==> src/rtl/lmsm_sequencer.sv <==
// lmsm_sequencer: multi-cycle sequencer for LM/SM (load/store multiple).
// On a start pulse it captures a register mask, base address and direction,
// then moves one register per memory transaction, in ascending order R0..R7,
// between the 8x16 register file and data memory. The pipeline stalls on busy.
//
// Memory handshake: mem_req acts as "valid" and mem_ack as "ready/complete".
// A transfer happens in exactly the cycles where mem_req and mem_ack are both 1.
// Once mem_req is raised, mem_req, mem_we and mem_addr stay unchanged until that
// cycle. mem_ack may be high in the first cycle of a request. There is no idle
// cycle between two transfers of the same sequence.

module lmsm_sequencer #(
    parameter int DATA_W    = 16,
    parameter int ADDR_W    = 16,
    parameter int ADDR_STEP = 2
) (
    input  logic              clk,
    input  logic              rst_n,
    input  logic              start,
    input  logic              is_store,
    input  logic [ADDR_W-1:0] base_addr,
    input  logic [7:0]        reg_mask,
    output logic              busy,
    output logic              done,
    output logic [2:0]        rf_raddr,
    input  logic [DATA_W-1:0] rf_rdata,
    output logic              rf_we,
    output logic [2:0]        rf_waddr,
    output logic [DATA_W-1:0] rf_wdata,
    output logic              mem_req,
    output logic              mem_we,
    output logic [ADDR_W-1:0] mem_addr,
    output logic [DATA_W-1:0] mem_wdata,
    input  logic              mem_ack,
    input  logic [DATA_W-1:0] mem_rdata,
    output logic [1:0]        dbg_state
);

    typedef enum logic [1:0] {
        S_IDLE = 2'd0,
        S_XFER = 2'd1,
        S_DONE = 2'd2
    } state_t;

    state_t      state;
    logic [7:0]  mask_q;      // registers still to be transferred
    logic        store_q;     // captured direction: 1 = SM, 0 = LM
    logic [2:0]  cur_idx;     // lowest set bit of mask_q
    logic [7:0]  mask_rest;   // mask_q with its lowest set bit cleared
    logic        in_xfer;
    logic        xfer_store;
    logic        xfer_load;

    // Priority encoder: pick the lowest-numbered register still pending.
    always_comb begin
        cur_idx = 3'd0;
        for (int i = 7; i >= 0; i--) begin
            if (mask_q[i]) begin
                cur_idx = 3'(i);
            end
        end
    end

    // Clearing the lowest set bit is x & (x - 1), independent of cur_idx.
    assign mask_rest = mask_q & (mask_q - 8'd1);

    assign in_xfer    = (state == S_XFER);
    assign xfer_store = in_xfer && store_q;
    assign xfer_load  = in_xfer && !store_q;

    // Sequencer FSM. mem_addr doubles as the running address register: it is
    // loaded with base_addr on start and stepped after every acknowledged
    // transfer, so only selected registers consume an address.
    always_ff @(posedge clk or negedge rst_n) begin
        if (!rst_n) begin
            state    <= S_IDLE;
            mask_q   <= 8'd0;
            store_q  <= 1'b0;
            busy     <= 1'b0;
            done     <= 1'b0;
            mem_req  <= 1'b0;
            mem_we   <= 1'b0;
            mem_addr <= '0;
        end else begin
            case (state)
                S_IDLE: begin
                    done <= 1'b0;
                    if (start) begin
                        mask_q  <= reg_mask;
                        store_q <= is_store;
                        busy    <= 1'b1;
                        if (reg_mask != 8'd0) begin
                            state    <= S_XFER;
                            mem_req  <= 1'b1;
                            mem_we   <= is_store;
                            mem_addr <= base_addr;
                        end else begin
                            state <= S_DONE;
                            done  <= 1'b1;
                        end
                    end
                end
                S_XFER: begin
                    if (mem_ack) begin
                        mask_q <= mask_rest;
                        if (mask_rest == 8'd0) begin
                            state    <= S_DONE;
                            done     <= 1'b1;
                            mem_req  <= 1'b0;
                            mem_we   <= 1'b0;
                            mem_addr <= '0;
                        end else begin
                            mem_addr <= mem_addr + ADDR_W'(ADDR_STEP);
                        end
                    end
                end
                S_DONE: begin
                    state <= S_IDLE;
                    busy  <= 1'b0;
                    done  <= 1'b0;
                end
                default: begin
                    state    <= S_IDLE;
                    busy     <= 1'b0;
                    done     <= 1'b0;
                    mem_req  <= 1'b0;
                    mem_we   <= 1'b0;
                    mem_addr <= '0;
                end
            endcase
        end
    end

    // Register-file side: stores read the current register and pass it straight
    // to memory; loads write memory data back on the same edge as the ack.
    always_comb begin
        rf_raddr  = xfer_store ? cur_idx : 3'd0;
        mem_wdata = xfer_store ? rf_rdata : '0;
        rf_we     = xfer_load && mem_ack;
        rf_waddr  = xfer_load ? cur_idx : 3'd0;
        rf_wdata  = xfer_load ? mem_rdata : '0;
        dbg_state = state;
    end

endmodule
==> config.mk <==
export PLATFORM = sky130hd
export DESIGN_NAME = lmsm_sequencer
export DESIGN_NICKNAME = d
export VERILOG_FILES = /design/src/rtl/lmsm_sequencer.sv
export SDC_FILE = /design/constraint.sdc
export NUM_CORES = 1
export LEC_CHECK = 0
export CAP_MARGIN = 10
export CORE_MARGIN = 5
export CORE_UTILIZATION = 41
export DETAILED_ROUTE_END_ITERATION = 7
export PLACE_DENSITY_LB_ADDON = 0.3
export REMOVE_ABC_BUFFERS = 1
export SLEW_MARGIN = 20
export SYNTH_ARGS = -nofsm -noshare
export SYNTH_HDL_FRONTEND = slang
export SYNTH_SLANG_ARGS = --single-unit
==> constraint.sdc <==
create_clock -name clk -period 7.05 [get_ports clk]
set_clock_uncertainty 0.2 [all_clocks]
set_input_delay 0.705 -clock clk [delete_from_list [all_inputs] [get_ports clk]]
set_output_delay 0.705 -clock clk [all_outputs]
set_load 0.01 [all_outputs]
Yosys cells after proc, flatten, opt, wreduce, memory -nomap -nowiden. Index checks and enable logic that the tools add are counted.

Bits in registers: 31. Word-level logic and storage cells: 74.

Equal/unequal tests: 6. $add $sub $neg: 2. Reductions and logical operators: 15. Bitwise operators: 3. Muxes and demuxes: 40.

Operator list (number): $mux W16 (6); $pmux W16 S3 (1); $mux W3 (10); $add A16 B2 Y16 const B (1); $mux W8 (2); $pmux W8 S2 (1); $mux W1 (11); $and A8 B8 Y8 (1); $logic_not A8 Y1 (1); $mux W2 (4); $reduce_bool A8 Y1 (1); $sub A8 B1 Y8 const B (1); $ne A2 B2 Y1 const B (3); $pmux W1 S3 (2); $reduce_and A2 Y1 (3); $reduce_and A3 Y1 (2); $reduce_and A5 Y1 (1); $pmux W1 S2 (2); $pmux W2 S2 (1); $reduce_and A4 Y1 (1); $logic_and A1 B1 Y1 (3); $eq A2 B1 Y1 const B (1); $eq A2 B2 Y1 const B (1); $logic_not A2 Y1 (1); 4 further kinds (5).

Depth between registers and ports, before layout. Gate-level depths: netlist (run 1).

Depth after elaboration: 9. Depth in mapped cells: 8.

Least setup slack after synthesis (run 1). Ideal clock, no wire load.

Kind: in2reg. From: input port reg_mask[4]. To: register mem_addr[11]. Stages: 7. Arrival time: 2.285 ns. Path slack: 4.482 ns. Setup time: 0.083 ns. Required time: 6.767 ns. Path buffers: 2. Cell sequence: or4_1 -> o21a_1 -> buf_2 -> nor2_1 -> buf_2 -> a22oi_1 -> o21ai_0.

Word-level cells in the longest chain between the ends: 3.

RTL lines: start, declared (RTL line 22) `input logic [7:0] reg_mask,`; $reduce_bool A8 Y1 (RTL line 92) `if (reg_mask != 8'd0) begin`; $ne A2 B2 Y1 (no line); $reduce_and A4 Y1 (no line); end signal, assigned (RTL line 96) `mem_addr <= base_addr;`; end signal, assigned (RTL line 113) `mem_addr <= mem_addr + ADDR_W'(ADDR_STEP);`; end, declared (RTL line 32) `output logic [ADDR_W-1:0] mem_addr,`.

No other way between the ends. A chain may end at the register's enable or synchronous reset.

Worst setup path after layout (run 1).
From: register state[0], in the netlist dbg_state[0]. To: output port rf_raddr[2].

Word-level cells in the longest chain between the ends: 3.

RTL lines: start, declared (RTL line 45) `state_t state;`; start signal, assigned (RTL line 76) `state <= S_IDLE;`; start signal, assigned (RTL line 93) `state <= S_XFER;`; start signal, assigned (RTL line 98) `state <= S_DONE;`; $eq A2 B1 Y1 (RTL line 67) `assign in_xfer = (state == S_XFER);`; $logic_and A1 B1 Y1 (RTL line 68) `assign xfer_store = in_xfer && store_q;`; $mux W3 (RTL line 137) `rf_raddr = xfer_store ? cur_idx : 3'd0;`; end, declared (RTL line 25) `output logic [2:0] rf_raddr,`.

No other way between the ends.

==> results of run 1 <==
-- kinds of logic (layout without fill, tap and decap cells) --
family                     Yosys count  after routing  synth area share [%]
buffers and inverters               25            139                  5.59
adders and majority gates            2              2                  1.07
DFF                                 31             31                  36.9
muxes                                5              5                  2.44
xor gates and xnor gates             5              5                  2.08
AOI/OAI and AO/OA                   66             66                  22.5
and+or+nand+nor                    118            118                  29.5
-- power breakdown --
| part | internal [mW] | switching, mW |
|---|---|---|
| registers | 0.261 | 0.139 |
| clock network | 0.114 | 0.0670 |
| logic | 0.387 | 0.351 |
| total | 0.763 | 0.557 |
-- final cells by class --
| type | instances | area, um^2 |
|---|---|---|
| fill | 414 | 1580 |
| inverter | 7 | 26.3 |
| tap | 70 | 87.6 |
| clock inverter | 2 | 35.0 |
| clock buffer | 6 | 82.6 |
| multi-input combinational | 196 | 1220 |
| sequential | 31 | 776 |
| timing repair buffer | 124 | 1230 |
-- metrics by stage --
| stage | total power, mW | cells | util, % |
|---|---|---|---|
| 3_5_place_dp | 1.14 | 428 | 66.2 |
| 2_1_floorplan | 0.758 | 234 | - |
| 5_1_grt | 1.42 | 436 | 68.6 |
| 3_3_place_gp | 1.12 | 428 | 66.2 |
| 4_1_cts | 1.32 | 436 | 68.6 |
| 6_report | 1.32 | 436 | 68.6 |
-- layout by cell type (no fill, tap or decap), types with 2 or more instances in the layout --
master	count
clkdlybuf4s50_1	121
dfrtp_1	31
nor2_1	30
and2_1	19
and3_1	18
nand2_1	16
o21ai_0	15
a22oi_1	14
nand3_1	10
a21oi_1	8
inv_1	7
clkbuf_8	6
nor3_1	5
a21o_1	4
o22ai_1	4
mux2i_1	4
xor2_1	4
o211ai_1	4
or3_1	3
nor4_1	3
o21a_1	3
nand4_1	3
buf_4	3
o21bai_1	2
or4_1	2
a22o_1	2
and4_1	2
a32o_1	2
a31oi_1	2
nand4b_1	2
-- sequential cells by signal (all words and copies together), names as in the netlist --
signal	flops
dbg_state	2
mem_we	1
mem_req	1
mem_addr	16
busy	1
done	1
mask_q	8
store_q	1
-- final timing paths --
check                              from            to  slack [ns]  cells past startpoint
min in group asynchronous         rst_n   mem_addr[1]        0.61                      2
min reg2reg                     mem_req       mem_req        0.30                      1
min                             mem_req       mem_req        0.30                      1
max reg2reg                   mask_q[2]  mem_addr[11]        4.40                      5
max in group asynchronous         rst_n  dbg_state[1]        5.75                      2
max                        dbg_state[0]   rf_raddr[2]        3.53                      6
-- metal layers --
layer	global-route usage (%)	vias to the layer above	wire length (um)
li1	-	1139	-
met1	26.3	1122	2790
met2	35.0	90	3580
met3	5.37	6	614
met4	4.15	0	47
met5	0	-	0
==> flow_metrics.tcl, run 1 <==
set metrics [dict create \
    worst_path_largest_cell_delay_ns 0.61 \
    crit_family "buffers and inverters" \
    path_buf_inv 3 \
    drive_above_1_share_pct 5.19 \
    synthesis.area_um2 2100 \
    synth_warnings 0 \
    cts_hold_buf 0 \
    synth_seq_area_share_pct 36.9 \
    cts_tree "done" \
    ys_types 45 \
    synth.area.top_cells "dfrtp_1, and2_1, nor2_1, and3_1, a22oi_1" \
    dp_slack_ns 3.27 \
    hold_ws_ns 0.298 \
    crit_chain "inv_1 > nor2_1 > buf_4 > nand2_1 > nor2_1 > clkdlybuf4s50_1" \
    fin_setup_tns_ns 0 \
    crit_fanout 16 \
    rows 26 \
    antenna_found_initial 0 \
    totalWireLength_um 7040 \
    firstDrtPassIters 4 \
    synthCells 252 \
    synth-seq-cells 31 \
    grt_max_degree 32 \
    core_area_um2 5040 \
    period_share_pct 49.9 \
    dieWidth_um 81.6 \
    tightest_slew_ns 1.09 \
    initialDrtViolationCount 121 \
    crit_top_cell "nor2_1" \
    slew_headroom_pct 27.2 \
    wl_per_cell_um 16.1 \
    io_pins 122 \
    place_area_um2 3340 \
    overflow 0 \
    grt_pass1_wl_um 10900 \
    finalWeightedCongestion 0.857 \
    yosysTopAreaCell "dfrtp_1" \
    areaGrowthSynthToFinish_pct 64.4 \
    cts-buffers-inserted 5 \
    netlist.area_leader.share_pct 36.9 \
    min_period_ns 3.52 \
    arrival_ns 2.61 \
    drc 0 \
    holdCritPathClass "reg2reg" \
    power_density_nw_per_um2 381 \
    cts_setup_buffers 0 \
    viasPerCell 5.41 \
    final_cell_area_um2 3460 \
    rsz0062_at_grt "false" \
    clk_latency_ns 0.28 \
    vias 2357 \
    required_ns 6.14 \
    start_util_pct 41.7 \
    path_class "reg2out" \
    antenna_cells 0 \
    irDropWorstVdd_mv 0.254 \
    grt_pass1_vias 2157 \
    synth-edff-count 0 \
    endpoint_kind "primary output" \
    async_flop_share_pct 100 \
    clock_path_buffers 2 \
    cp-start-kind "flip-flop" \
    max_freq_ghz 0.284 \
    cts_htree_levels 2 \
    grtUsageTotal_pct 20.6 \
    ant_nets 0 \
    setup_viol 0 \
    die-area_um2 6670 \
    io_buffers 121 \
    outcome "finished, final reports clean" \
    clock-root-buffer "clkbuf_8" \
    ys_top_cells_by_count "dfrtp_1, nor2_1, and2_1, and3_1, nand2_1" \
    ys.flop_type "dfrtp_1" \
    drv_slew 0 \
    post_cts_resized 0 \
    hpwlAfterDp_um 5370 \
    setup_ws_ns 3.53 \
    critPathSlowestCell "nor2_1" \
    leakage_nw 1.41 \
    cts.sinks 31 \
    hold_viol 0 \
    die_h_um 81.6 \
    maxCapViolCount 0 \
    syn_area_per_cell_um2 8.35 \
    cts.clk_slew.worst_paths_ns 0.07 \
    nets 427 \
]
Power figures use the tool's default switching activity.
==> run 2, diff against run 1 <==
CORE_UTILIZATION = 38   (was 41)
clock period = 3.4 ns   (was 7.05 ns; I/O delays follow)
==> run 2 against run 1 <==
Sequential power is 110% higher. Worst hold slack worse by 0.065 ns. Die area is 6.9% higher. First-iteration DRC count is 64% higher. Clock-buffer cell count is 1 lower. Final cell count is 1.4% higher. Global-route usage hardly changed. Register-to-register slack worse by 3.6 ns. Critical path depth is 1 lower. Critical path type unchanged. Critical endpoint is now rf_wdata[8]. Largest cell class unchanged.
==> flow_metrics.tcl, run 2 (synthesis gave the netlist of run 1 again) <==
set metrics [dict create \
    initialDrtViolationCount 199 \
    clock_path_buffers 2 \
    cts_tree "done" \
    dp_slack_ns 0.741 \
    worst_path_largest_cell_delay_ns 0.59 \
    clk_latency_ns 0.29 \
    regMostFlops "mem_addr" \
    max_freq_ghz 0.340 \
    path_buf_inv 2 \
    die-area_um2 7130 \
    die_h_um 84.4 \
    firstDrtPassIters 4 \
    clock-root-buffer "clkbuf_8" \
    io_buffers 121 \
    holdCritPathClass "in2async" \
    place_area_um2 3370 \
    overflow 0 \
    drv_slew 0 \
    final_cell_area_um2 3500 \
    rr_worst_depth 5 \
    leakage_nw 1.43 \
    io_pins 122 \
    vias 2394 \
    mostFrequentLayoutCells "clkdlybuf4s50_1, nor2_1, dfrtp_1" \
    cts_hold_buf 0 \
    nets 431 \
    irDropWorstVdd_mv 0.414 \
    instances_no_fill 442 \
    dieWidth_um 84.4 \
    drive_above_1_share_pct 5.95 \
    maxCapViolCount 0 \
    cts.clk_slew.worst_paths_ns 0.08 \
    wl_per_cell_um 16.8 \
    min_period_ns 2.94 \
    drc 0 \
    rr_endpoint "mem_we" \
    crit_chain "inv_1 > nand2_1 > nor2_1 > and2_1 > clkdlybuf4s50_1" \
    crit_fanout 16 \
    cts_setup_buffers 0 \
    power_density_nw_per_um2 796 \
    rows 27 \
    largest_reg_flops 16 \
    crit_family "simple AND/OR/NAND/NOR gates" \
    setup_viol 0 \
    antenna_cells 0 \
    slew_headroom_pct 53.3 \
    hold_ws_ns 0.233 \
    setup_ws_ns 0.455 \
    period_share_pct 86.6 \
    cts_htree_levels 2 \
    reg2reg_setup_slack_ns 0.81 \
    required_ns 2.86 \
    rsz0062_at_grt "false" \
    grt_max_degree 32 \
    cts.sinks 31 \
    path_class "reg2out" \
    totalWireLength_um 7410 \
    grt_pass1_wl_um 11900 \
    tightest_slew_ns 0.698 \
    post_cts_resized 0 \
    dpl.cell_count 434 \
    start_util_pct 38.7 \
    arrival_ns 2.40 \
    core_area_um2 5440 \
    grtUsageTotal_pct 20.6 \
    grt_pass1_vias 2322 \
    cts-buffers-inserted 5 \
    cp.depth 5 \
    final_common_cell "clkdlybuf4s50_1" \
    ant_nets 0 \
    hpwlAfterDp_um 5640 \
    finalWeightedCongestion 0.857 \
    hold_viol 0 \
    cp-start-kind "flip-flop" \
    viasPerCell 5.42 \
    areaGrowthSynthToFinish_pct 66.1 \
    worstReg2RegStart "mask_q[0]" \
    antenna_found_initial 0 \
    critPathSlowestCell "nor2_1" \
    endpoint_kind "primary output" \
    outcome "finished, final reports clean" \
    fin_setup_tns_ns 0 \
]
run 2: changes by cell type in the layout (fill, tap and decap cells not counted):
cell,delta
nor2_1,+1
clkbuf_8,-1
clkinv_4,+1
nor2_2,-1
buf_4,+4
o32ai_4,+1
o32ai_2,-1
run 2: power by group:
| group | internal (mW) | leakage [nW] | total (mW) | switching (mW) |
|---|---|---|---|---|
| combinational | 0.835 | 0.987 | 1.58 | 0.748 |
| clock | 0.218 | 0.0581 | 0.368 | 0.150 |
| sequential | 0.541 | 0.386 | 0.832 | 0.291 |
| total | 1.59 | 1.43 | 2.78 | 1.19 |
run 2: through the flow:
| step | total power [mW] | utilization (%) |
|---|---|---|
| floorplan | 1.57 | - |
| global placement | 2.36 | 62.0 |
| detailed placement | 2.40 | 62.0 |
| CTS | 2.78 | 64.1 |
| global route | 3.00 | 64.3 |
| finish | 2.78 | 64.3 |
run 2: layer usage:
| metal | routed length (um) | share of wire (%) | GRT usage, % | vias to the layer above |
|---|---|---|---|---|
| met3 | 580 | 7.8 | 5.59 | 15 |
| met5 | 0 | 0 | 0 | - |
| met2 | 3620 | 49 | 34.4 | 120 |
| met4 | 136 | 1.8 | 6.47 | 0 |
| met1 | 3080 | 42 | 25.8 | 1109 |
| li1 | - | - | - | 1150 |
run 2: worst max-delay path by stage:
| stage | startpoint | endpoint | slack [ns] |
|---|---|---|---|
| after floorplan | dbg_state[1] | mem_addr[0] | 0.16 |
| after global placement | reg_mask[4] | mem_addr[0] | 0.79 |
| after detailed placement | mask_q[0] | mem_addr[12] | 0.74 |
| after CTS | dbg_state[1] | rf_wdata[8] | 0.46 |
| after global routing | dbg_state[1] | rf_wdata[14] | 0.31 |
| final | dbg_state[1] | rf_wdata[8] | 0.46 |
run 2: cell type report:
cell class | count | area, um^2
Inverter | 7 | 26.3
Tap cell | 72 | 90.1
Multi-Input combinational cell | 196 | 1230
Clock buffer | 5 | 68.8
Fill cell | 465 | 1940
Clock inverter | 3 | 43.8
Sequential cell | 31 | 776
Timing Repair Buffer | 128 | 1260
run 2: worst register-to-register path, cell delays in order (launching register included):
cell and delay (ns):
dfrtp_1 0.48, or4_4 0.64, a2111oi_2 0.42, o32ai_4 0.27, a21o_1 0.27, a32o_1 0.21
==> run 3, diff against run 2 <==
ABC_AREA = 1   (was not set)
CORE_UTILIZATION = 40   (was 38)
==> run 3 against run 2 <==
Clock power is 20% lower. Power grew 5.0%. Critical path depth fell by 1. Core utilization is 1.4 points higher. Final cell count rose by 30%. Routed wire length grew 1.1%. Global-route usage shrank 0.26 points. Worst hold slack better by 0.014 ns. Die area rose by 3.8%. Flip-flop and latch count is the same. Final area is 4.7% higher. Largest cell class is now multi-input gates.
==> flow_metrics.tcl, run 3 <==
set metrics [dict create \
    synth_most_common_cell "nand2_1" \
    regMostFlops "mem_addr" \
    path_buf_inv 1 \
    power_density_nw_per_um2 798 \
    cts_tree "done" \
    dieWidth_um 86.0 \
    synth_seq_area_share_pct 33.6 \
    hold_viol 0 \
    synth_warnings 0 \
    leakage_nw 1.83 \
    final_common_cell "nand2_1" \
    largest_reg_flops 16 \
    instances_no_fill 574 \
    max_freq_ghz 0.325 \
    fin_setup_tns_ns 0 \
    drv_slew 0 \
    rows 27 \
    mostFrequentLayoutCells "nand2_1, clkdlybuf4s50_1, nor2_1" \
    synthCells 382 \
    drc 0 \
    endpoint_kind "primary output" \
    crit_chain "nor2_2 > nand2_1 > nor2_1 > clkdlybuf4s50_1" \
    drive_above_1_share_pct 4.58 \
    critPathSlowestCell "clkdlybuf4s50_1" \
    post_cts_resized 0 \
    io_buffers 121 \
    clk_latency_ns 0.28 \
    grt_pass1_wl_um 12200 \
    multiInputGateArea_um2 1240 \
    ant_nets 0 \
    synthesis.area_um2 2310 \
    crit_family "simple AND/OR/NAND/NOR gates" \
    post-route-util_pct 65.7 \
    io_pins 122 \
    areaGrowthSynthToFinish_pct 58.4 \
    arrival_ns 2.53 \
    antenna_found_initial 0 \
    ys_top_cells_by_count "nand2_1, nor2_1, inv_1, dfrtp_1, nand3_1" \
    regArea_um2 776 \
    rsz0062_at_grt "false" \
    path_class "reg2out" \
    ys.flop_type "dfrtp_1" \
    firstDrtPassIters 6 \
    grt_pass1_vias 2715 \
    start_util_pct 41.5 \
    die-area_um2 7400 \
    cts-buffers-inserted 5 \
    tightest_slew_ns 0.605 \
    setup_viol 0 \
    crit_fanout 19 \
    yosysTopAreaCell "dfrtp_1" \
    synth-edff-count 0 \
    async_flop_share_pct 100 \
    dpl.cell_count 567 \
    antenna_cells 0 \
    cts_setup_buffers 0 \
    maxCapViolCount 0 \
    cts_hold_buf 0 \
    cp-start-kind "flip-flop" \
    overflow 0 \
    cts.clk_slew.worst_paths_ns 0.07 \
    finalWeightedCongestion 0.864 \
    synth-seq-cells 31 \
    nFillCells 520 \
    die_h_um 86.0 \
    viasPerCell 4.76 \
    hpwlAfterDp_um 5880 \
    holdCritPathClass "in2async" \
    wl_per_cell_um 13.1 \
    worst_path_largest_cell_delay_ns 0.58 \
    slew_headroom_pct 59.6 \
    syn_area_per_cell_um2 6.05 \
    required_ns 2.86 \
    synth.area.top_cells "dfrtp_1, nand2_1, nor2_1, inv_1, nand3_1" \
    grtUsageTotal_pct 20.3 \
    ys_types 31 \
    nets 564 \
    period_share_pct 90.4 \
    cts.sinks 31 \
    grt_max_degree 32 \
    clock-root-buffer "clkbuf_8" \
    clock_path_buffers 2 \
    min_period_ns 3.07 \
    outcome "finished, final reports clean" \
    totalWireLength_um 7490 \
    vias 2734 \
    irDropWorstVdd_mv 0.386 \
    cts_htree_levels 2 \
    initialDrtViolationCount 140 \
    core_area_um2 5570 \
    netlist.area_leader.share_pct 33.6 \
]
run 3: cell count changes after synthesis, sizes merged, moves of 4 or more:
cell | previous run | this run
and3 | 18 | 0
nand2 | 16 | 132
a21oi | 8 | 3
a22oi | 14 | 0
inv | 7 | 61
a21o | 4 | 0
nand3 | 10 | 27
clkbuf | 11 | 4
nor2 | 31 | 74
and2 | 19 | 0
mux2i | 4 | 0
run 3: per-stage QoR:
step	cell area, um^2	setup slack [ns]	total power [mW]	hold slack [ns]
final	3660	0.327	2.92	0.246
after global routing	3660	0.109	3.21	0.269
after CTS	3660	0.323	2.95	0.250
after detailed placement	3570	0.639	2.64	0.265
after global placement	3570	0.714	2.59	0.268
after floorplan	2250	0.935	1.75	-0.156
run 3: layer usage:
layer | part of all wire, % | wire [um] | global-route usage (%)
met4 | 1.3 | 98 | 4.60
met2 | 47 | 3530 | 36.6
met5 | 0 | 0 | 0
met3 | 8.2 | 615 | 5.19
met1 | 43 | 3250 | 24.1
run 3: path summary, 6_finish.rpt:
path                            endpoint    startpoint  depth (start not counted)  slack (ns)
hold / removal              mem_addr[13]         rst_n                          2        0.25
min in group clk                 mem_req       mem_req                          2        0.28
hold reg to reg                  mem_req       mem_req                          2        0.28
setup reg to reg             mem_addr[2]  dbg_state[1]                          9        1.18
setup / recovery           mem_wdata[15]  dbg_state[1]                          4        0.33
max in group asynchronous           done         rst_n                          2        2.46
run 3: cells by family (layout without fill, tap and decap cells):
group / Yosys count / in the layout / synth area share [%]
compound gates: 25 / 25 / 6.39
xor+xnor: 9 / 9 / 3.41
fa+ha+maj: 1 / 1 / 0.541
buf+inv: 72 / 192 / 12.7
flops: 31 / 31 / 33.6
simple gates: 244 / 244 / 43.4
run 3: cell type report:
cell class / instances / area share (%)
multi-input combinational: 279 / 33.9
timing repair buffer: 124 / 33.7
sequential: 31 / 21.2
inverter: 61 / 6.32
tap: 72 / 2.46
clock buffer: 6 / 2.26
clock inverter: 1 / 0.137
run 3: power breakdown:
| part | internal, mW | switching (mW) |
|---|---|---|
| clock | 0.159 | 0.138 |
| sequential | 0.545 | 0.220 |
| combinational | 0.851 | 1.01 |
| total | 1.55 | 1.37 |
run 3: worst reg2reg max path: stages, from the launching register on:
cell and delay (ns):
dfrtp_1 0.47, nor2_2 0.46, inv_2 0.12, or2_4 0.27, o21ai_2 0.09, nor2_4 0.07
inv_4 0.16, nor2_4 0.11, nand2_1 0.10, nand2_1 0.05
